## src/rtl/rv32i_loader_pkg.sv

```systemverilog
// Shared types and defaults for the rv32i instruction-memory loader.
package rv32i_loader_pkg;

  localparam int unsigned DEPTH_DEF = 32;
  localparam int unsigned AW_DEF    = 5;

  localparam logic [31:0] FETCH_OOR = 32'h0;

  typedef enum logic [2:0] {
    IDLE,
    COUNT,
    DATA,
    CSUM,
    DONE,
    ERR
  } state_t;

endpackage

```

## src/rtl/rv32i_imem_ram.sv

```systemverilog
// Instruction RAM: one synchronous write port, one asynchronous read port,
// cleared on reset. A same-cycle read of the written address sees the old word.
module rv32i_imem_ram #(
  parameter int unsigned DEPTH = 32,
  parameter int unsigned AW    = 5
) (
  input  logic          clk,
  input  logic          rst_n,
  input  logic          we,
  input  logic [AW-1:0] waddr,
  input  logic [31:0]   wdata,
  input  logic [AW-1:0] raddr,
  output logic [31:0]   rdata
);

  logic [31:0] mem [DEPTH];

  always_ff @(posedge clk or negedge rst_n) begin
    if (!rst_n) begin
      for (int unsigned i = 0; i < DEPTH; i++) mem[i] <= '0;
    end else if (we) begin
      mem[waddr] <= wdata;
    end
  end

  assign rdata = mem[raddr];

endmodule

```

## src/rtl/rv32i_imem_loader.sv

```systemverilog
// Framed byte-stream loader for the core's instruction RAM; holds the core in
// reset until a frame with a correct XOR checksum has been written.
module rv32i_imem_loader
  import rv32i_loader_pkg::*;
#(
  parameter int unsigned DEPTH = DEPTH_DEF,
  parameter int unsigned AW    = AW_DEF
) (
  input  logic        clk,
  input  logic        RN,
  input  logic        start,
  input  logic        byte_valid,
  input  logic [7:0]  byte_data,
  output logic        byte_ready,
  input  logic [31:0] fetch_addr,
  output logic [31:0] fetch_instr,
  output logic        core_rst_n,
  output logic        done,
  output logic        err
);

  // Asynchronous assertion, two-flop synchronised release.
  logic [1:0] rst_sync;
  logic       rst_n;

  always_ff @(posedge clk or negedge RN) begin
    if (!RN) rst_sync <= '0;
    else     rst_sync <= {rst_sync[0], 1'b1};
  end

  assign rst_n = rst_sync[1];

  state_t        state_q, state_d;
  logic [AW:0]   count_n;
  logic [AW-1:0] word_idx;
  logic [1:0]    byte_idx;
  logic [23:0]   word_buf;
  logic [7:0]    csum;

  logic          accept;
  logic          count_bad;
  logic          last_word;
  logic          word_done;
  logic [31:0]   wdata;
  logic [31:0]   rdata;

  assign accept    = byte_valid && byte_ready;
  assign count_bad = (byte_data == 8'd0) || (32'(byte_data) > DEPTH);
  assign last_word = ({1'b0, word_idx} == (count_n - (AW+1)'(1)));
  assign word_done = accept && (state_q == DATA) && (byte_idx == 2'd3);
  assign wdata     = {byte_data, word_buf};

  always_comb begin
    state_d = state_q;
    case (state_q)
      IDLE:     if (start) state_d = COUNT;
      COUNT:    if (accept) state_d = count_bad ? ERR : DATA;
      DATA:     if (word_done && last_word) state_d = CSUM;
      CSUM:     if (accept) state_d = (byte_data == csum) ? DONE : ERR;
      DONE,
      ERR:      if (start) state_d = COUNT;
      default:  state_d = IDLE;
    endcase
  end

  // Outputs are registered from the next state so they move on the same edge
  // as the transition that causes them.
  always_ff @(posedge clk or negedge rst_n) begin
    if (!rst_n) begin
      state_q    <= IDLE;
      byte_ready <= 1'b0;
      done       <= 1'b0;
      err        <= 1'b0;
      core_rst_n <= 1'b0;
    end else begin
      state_q    <= state_d;
      byte_ready <= (state_d == COUNT) || (state_d == DATA) || (state_d == CSUM);
      done       <= (state_d == DONE);
      err        <= (state_d == ERR);
      core_rst_n <= (state_d == DONE);
    end
  end

  always_ff @(posedge clk or negedge rst_n) begin
    if (!rst_n) begin
      count_n  <= '0;
      word_idx <= '0;
      byte_idx <= '0;
      word_buf <= '0;
      csum     <= '0;
    end else begin
      case (state_q)
        COUNT: begin
          if (accept && !count_bad) begin
            count_n  <= byte_data[AW:0];
            word_idx <= '0;
            byte_idx <= '0;
            csum     <= '0;
          end
        end
        DATA: begin
          if (accept) begin
            csum     <= csum ^ byte_data;
            byte_idx <= byte_idx + 2'd1;
            case (byte_idx)
              2'd0:    word_buf[7:0]   <= byte_data;
              2'd1:    word_buf[15:8]  <= byte_data;
              2'd2:    word_buf[23:16] <= byte_data;
              default: word_idx        <= word_idx + AW'(1);
            endcase
          end
        end
        default: ;
      endcase
    end
  end

  rv32i_imem_ram #(
    .DEPTH (DEPTH),
    .AW    (AW)
  ) u_ram (
    .clk   (clk),
    .rst_n (rst_n),
    .we    (word_done),
    .waddr (word_idx),
    .wdata (wdata),
    .raddr (fetch_addr[AW-1:0]),
    .rdata (rdata)
  );

  assign fetch_instr = (fetch_addr < DEPTH) ? rdata : FETCH_OOR;

endmodule

```

## config.mk

```make
export PLATFORM = sky130hd
export DESIGN_NAME = rv32i_imem_loader
export DESIGN_NICKNAME = d
export VERILOG_FILES = /design/src/rtl/rv32i_loader_pkg.sv /design/src/rtl/rv32i_imem_ram.sv /design/src/rtl/rv32i_imem_loader.sv
export SDC_FILE = /design/constraint.sdc
export NUM_CORES = 1
export LEC_CHECK = 0
export ABC_AREA = 1
export CAP_MARGIN = 10
export CORE_AREA = 2 2 379 381
export CTS_CLUSTER_SIZE = 24
export DETAILED_ROUTE_END_ITERATION = 16
export DIE_AREA = 0 0 381 383
export HOLD_SLACK_MARGIN = 0.03
export PLACE_DENSITY_LB_ADDON = 0.1
export RECOVER_POWER = 25
export SYNTH_ARGS = -nofsm -noshare
export SYNTH_HDL_FRONTEND = slang
export SYNTH_HIERARCHICAL = 1
export SYNTH_SLANG_ARGS = --single-unit
```

## constraint.sdc

```tcl
create_clock -name clk -period 41.3 [get_ports clk]
set_input_delay 10.325 -clock clk [delete_from_list [all_inputs] [get_ports clk]]
set_output_delay 10.325 -clock clk [all_outputs]
set_load 0.1 [all_outputs]
```

Word-level counts from Yosys, hierarchy flattened
Index checks and enable logic that the tools add are counted.
- add/sub/neg operators: 3
- multipliers: 0
- div/mod/pow operators: 0
- magnitude comparators: 5
- equal/unequal tests: 18
- shift-type cells: 0
- muxes and demuxes: 24
- bitwise logic cells: 3
- reductions and logical operators: 22
- operator list (operator ; number):
    1024-bit bitwise mux ; 1
    32-bit binary-select mux with 5-bit select ; 1
    32-bit demux with 5-bit select ; 1
    32-bit 2-to-1 mux ; 4
    32-bit by 6-bit less-than comparator with 1-bit output, second input constant ; 1
    8-bit 2-to-1 mux ; 2
    8-bit case mux with 2 select lines ; 1
    3-bit 2-to-1 mux ; 5
    5-bit 2-to-1 mux ; 3
    3-bit by 2-bit == test with 1-bit output, second input constant ; 4
    3-bit == test, second input constant ; 4
    6-bit greater-or-equal comparator, second input constant ; 2
    5-bit inverter with 6-bit output ; 2
    3-bit case mux with 4 select lines ; 1
    3-bit AND reduction ; 4
    5-bit case mux with 2 select lines ; 1
    8-bit == test ; 1
    8-bit by 6-bit greater-than comparator with 1-bit output, second input constant ; 1
    8-bit zero test ; 1
    8-bit XOR ; 1
    3-bit by 1-bit == test with 1-bit output, second input constant ; 2
    5-bit by 6-bit == test with 1-bit output ; 1
    1-bit logical AND ; 6
    6-bit by 1-bit less-than comparator with 1-bit output, second input constant ; 1
    17 further kinds ; 24
- register bits after elaboration: 1077
- bits in latches: 0
- memory bits (writable): 0
- bits in read-only memories: 0
- bits of input ports: 44
- output and inout port bits: 36
- logic and storage cells: 119
- memories kept: 0

Logic depth before layout (Yosys ltp)
- depth after elaboration: 9
- depth in mapped cells: 14
- depth with buffers taken out: 12

Cells and area by module
The synthesis kept the hierarchy.
- modules (own cells, without submodules) (module ; times used ; cells an instance ; area an instance (um^2) ; sequential area each (um^2)):
    rv32i_imem_ram ; 1 ; 5878 ; 46453.3 ; 25624.6
    rv32i_imem_loader ; 1 ; 392 ; 2845.2 ; 1326.3

Worst setup path after synthesis
No wires, ideal clock.
- path type: input port to output port
- from: input fetch_addr[0]
- to: output fetch_instr[13]
- data arrival time: 12.735 ns
- required time: 30.975 ns
- slack: 18.240 ns
- stages on the path: 14
- path buffers: 3
- cell sequence: buf_2 inv_2 clkbuf_1 buf_2 nand2_1 nand3_1 nand3_1 nand2_1 nand2_1 nand2_1 nand2_1 nand2_1 inv_1 nor2_1
- cells in the longest elaborated chain, start to end: 5
- elaborated cells on any way between the ends: 6
- those cells by class: order compare (1); mux (4); bitwise (1)
- RTL lines (item ; RTL line ; RTL):
    start: declaration ; rv32i_imem_loader.sv:15 ; input logic [31:0] fetch_addr,
    5-bit inverter with 6-bit output (not written as such) ; rv32i_imem_ram.sv:26 ; assign rdata = mem[raddr];
    32-bit binary-select mux with 5-bit select ; rv32i_imem_ram.sv:26 ;
    32-bit 2-to-1 mux (not written as such) (2 in a row) ; rv32i_imem_ram.sv:26 ;
    named net rdata[13] ; rv32i_imem_loader.sv:45 ; logic [31:0] rdata;
    32-bit 2-to-1 mux ; rv32i_imem_loader.sv:131 ; assign fetch_instr = (fetch_addr < DEPTH) ? rdata : FETCH_OOR;
    end: declaration ; rv32i_imem_loader.sv:16 ; output logic [31:0] fetch_instr,
The timed path passes the listed nets, and every way through them passes these cells. The select of a mux whose other input is x is not followed.

Worst setup path after layout
- from: input fetch_addr[0]
- to: output fetch_instr[2]
Same word-level chain as after synthesis.

==> metrics.md <==
| Metric | Value |
|---|---|
| Bufs and invs on worst path | `6` |
| CTS buffer count | `131` |
| Die area | `146000 um2` |
| Count of final hold-check violations | `0` |
| Net Count, Synth | `6321` |
| Max Freq | `38.6 MHz` |
| Share of layout cells above drive strength 1 | `5.20%` |
| Asr flop ratio synth | `100%` |
| Static Leak | `25.3 nW` |
| Routed vias | `41700` |
| Register bit total from synthesis | `1077` |
| Yosys warning count | `6` |
| Dpl hpwl | `89600 um` |
| Cell Area, Placed | `51100 um2` |
| Pre-CTS setup slack | `15.38 ns` |
| Number of flops mapped to enable cells by yosys | `0` |
| GRT overflow | `0` |
| Commonest cells post-synth | `2431 x nand2_1, 1077 x dfrtp_1, 833 x o21ai_0` |
| Clock Latency Late Sink | `0.76 ns` |
| Clock Skews | `0.0319 ns` |
| Kind of critical path | `in2out` |
| Post-synth cell types | `31` |
| Failing checks | `max-capacitance violations, max-slew violations` |
| DR DRC count | `0` |
| Worst hold path type | `reg2reg` |
| Multi-input combinational cell area | `20000 um2` |
| DRT antenna net count | `0` |
| Crit Path Max Fanout | `87` |
| First-pass GRT wire length | `268000 um` |
| Core area | `142000 um2` |
| Resize count post-CTS | `0` |
| Crit-path max cell delay | `1.27 ns` |
| H-tree levels | `4` |
| Site row count | `139` |
| Die X | `381 um` |
| DRT Pass-1 Iters | `5` |
| # setup viols final | `0` |
| Initial Util | `34.7%` |
| RSZ-0062 raised after global routing | `no` |
| WL final | `177000 um` |
| Avg Cell Area, Syn | `7.86 um2` |
| Setup TNS | `0 ns` |
| P&R area growth vs syn | `12.4%` |
| Hold buffers post-CTS | `0` |
| Vias/cell | `5.19` |
| Layout Nets | `6074` |
| Setup Fix Bufs, Post-CTS | `0` |
| Sequential cell area | `27000 um2` |
| CP required | `30.98 ns` |
| Crit-path cells | `buf_8, buf_4, buf_4, buf_4, nand2_1, nand3_1, nand3_1, nand2_1, nand2_1, nand2_1, nand2_1, nand2_1, inv_1, nor2_1, clkdlybuf4s50_1` |
| Cell Pwr Density | `44.5 nW/um2` |
| Clock transition at path regs | `0.05 ns` |
| Die Ht | `383 um` |
| Rel. slew slack | `-447%` |
| Worst-case vdd ir drop | `49.5 uV` |
| Synth area leaders | `dfrtp_1 55%, nand2_1 19%, o21ai_0 8.5%, nand3_1 8.0%, clkbuf_1 2.9%` |
| GP Congestion | `0.748` |
| Finished Cell Area | `55400 um2` |
| Worst-Margin Slew | `8.20 ns` |
| Seq/Total Area, Yosys | `54.7%` |
| # IOs | `80` |
| WP data arrival | `15.59 ns` |
| Clock buffer depth | `3` |
| Root buffer cell | `clkbuf_16` |
| Count leader, synth | `nand2_1` |
| Largest net degree at the start of global routing | `166` |
| Final Critical Period | `25.91 ns` |
| Synth Flop Type | `dfrtp_1` |
| Most frequent CP cell | `nand2_1` |
| Cell Area, Synth | `49300 um2` |
| Hold Worst Slack | `0.347 ns` |
| Number of DRC markers in iteration 0 | `3702` |
| Port bufs | `79` |
| FILL cells | `14900` |
| CTS sink cnt | `1077` |
| Critical-path top delay cell | `clkdlybuf4s50_1` |
| Max Cap Viol | `8` |
| Number of global-route vias before repair | `40300` |
| Status | `finished, violations left` |
| CP endpoint kind | `primary output` |
| Setup WS post-layout | `15.39 ns` |
| CTS tree | `yes` |
| Startpoint type of the worst setup path | `input pin` |
| Final period utilization | `62.7%` |
| Avg WL per Cell | `22.1 um` |
| Critical path's top delay family | `buffers and inverters` |
| Antenna violations before repair | `4` |
| Pins Over Slew Limit | `631` |
| Top cell type's share of synthesized area | `54.7%` |
| Leading area contributor after synthesis | `dfrtp_1` |
| GRT Total Usage | `24.3%` |
| Synth Instances | `6270` |
## power breakdown
group	total [mW]	internal [mW]	switching, mW
clock	1.18	0.718	0.458
combinational	0.208	0.0453	0.162
sequential	1.08	1.07	0.0125
## cells in the final DEF, fill, tap and decap left out, types with 29 or more instances in the layout
cell type and count:
a21oi_1 161, buf_4 48, clkbuf_1 45, clkbuf_16 140
clkbuf_8 29, clkdlybuf4s50_1 73, dfrtp_1 1077, inv_1 100
nand2_1 2420, nand3_1 785, nor2_1 207, o21ai_0 833
o21ai_1 69
## final cells by class
cell class / instances / share of cell area (%)
Multi-Input combinational cell: 4558 / 36.0
Inverter: 118 / 0.840
Tap cell: 1903 / 4.30
Sequential cell: 1077 / 48.6
Timing Repair Buffer: 137 / 2.28
Clock inverter: 23 / 0.596
Clock buffer: 207 / 7.30
Antenna cell: 1 / 0.00452
## final timing paths
kind,startpoint,endpoint,slack [ns],cells past startpoint
min in group asynchronous,rst_sync[1],done,0.75,0
worst min-delay path,rst_sync[0],rst_sync[1],0.35,0
worst max-delay path,fetch_addr[0],fetch_instr[2],15.39,15
worst max register to register,rst_sync[1],u_ram/mem[212],24.09,3
max in group asynchronous,rst_sync[1],u_ram/mem[212],24.09,3
worst min register to register,rst_sync[0],rst_sync[1],0.35,0
## state kept, by name (all words and copies together), names as in the netlist
register and count:
state_q 3, csum 8, byte_ready 1, done 1, byte_idx 2, word_buf 24, word_idx 5, count_n 6
err 1, rst_sync 2, u_ram/mem 1024
## logic make-up (layout without fill, tap and decap cells)
kind of cell,Yosys count,count (layout),synth area share (%)
simple gates,3477,3477,29.1
compound gates,1072,1072,10.9
flops,1077,1077,54.7
xor+xnor,1,1,0.0178
buf+inv,635,485,5.16
fa+ha+maj,7,7,0.178
other cells,1,2,0.00761
## worst register-to-register path, delay by kind of cell, from the launching register on
kind / cells / cell delay, ns
flops: 1 / 1.52
buf+inv: 3 / 13.46
## routing by layer
metal / up-vias / GRT usage, % / wire [um]
met5: - / 0 / 13
met4: 2 / 6.13 / 3700
met3: 186 / 3.53 / 8630
met2: 1016 / 39.6 / 82700
met1: 20600 / 33.9 / 82200
li1: 19800 / - / -
## metrics by stage
step / power (mW) / utilization [%] / instances
2_1_floorplan: 1.24 / - / 6270
3_3_place_gp: 1.31 / 35.9 / 7793
3_5_place_dp: 1.31 / 35.9 / 7793
4_1_cts: 2.50 / 39.0 / 8023
5_1_grt: 2.57 / 38.9 / 8023
6_report: 2.47 / 38.9 / 8024
Power figures use the tool's default switching activity.
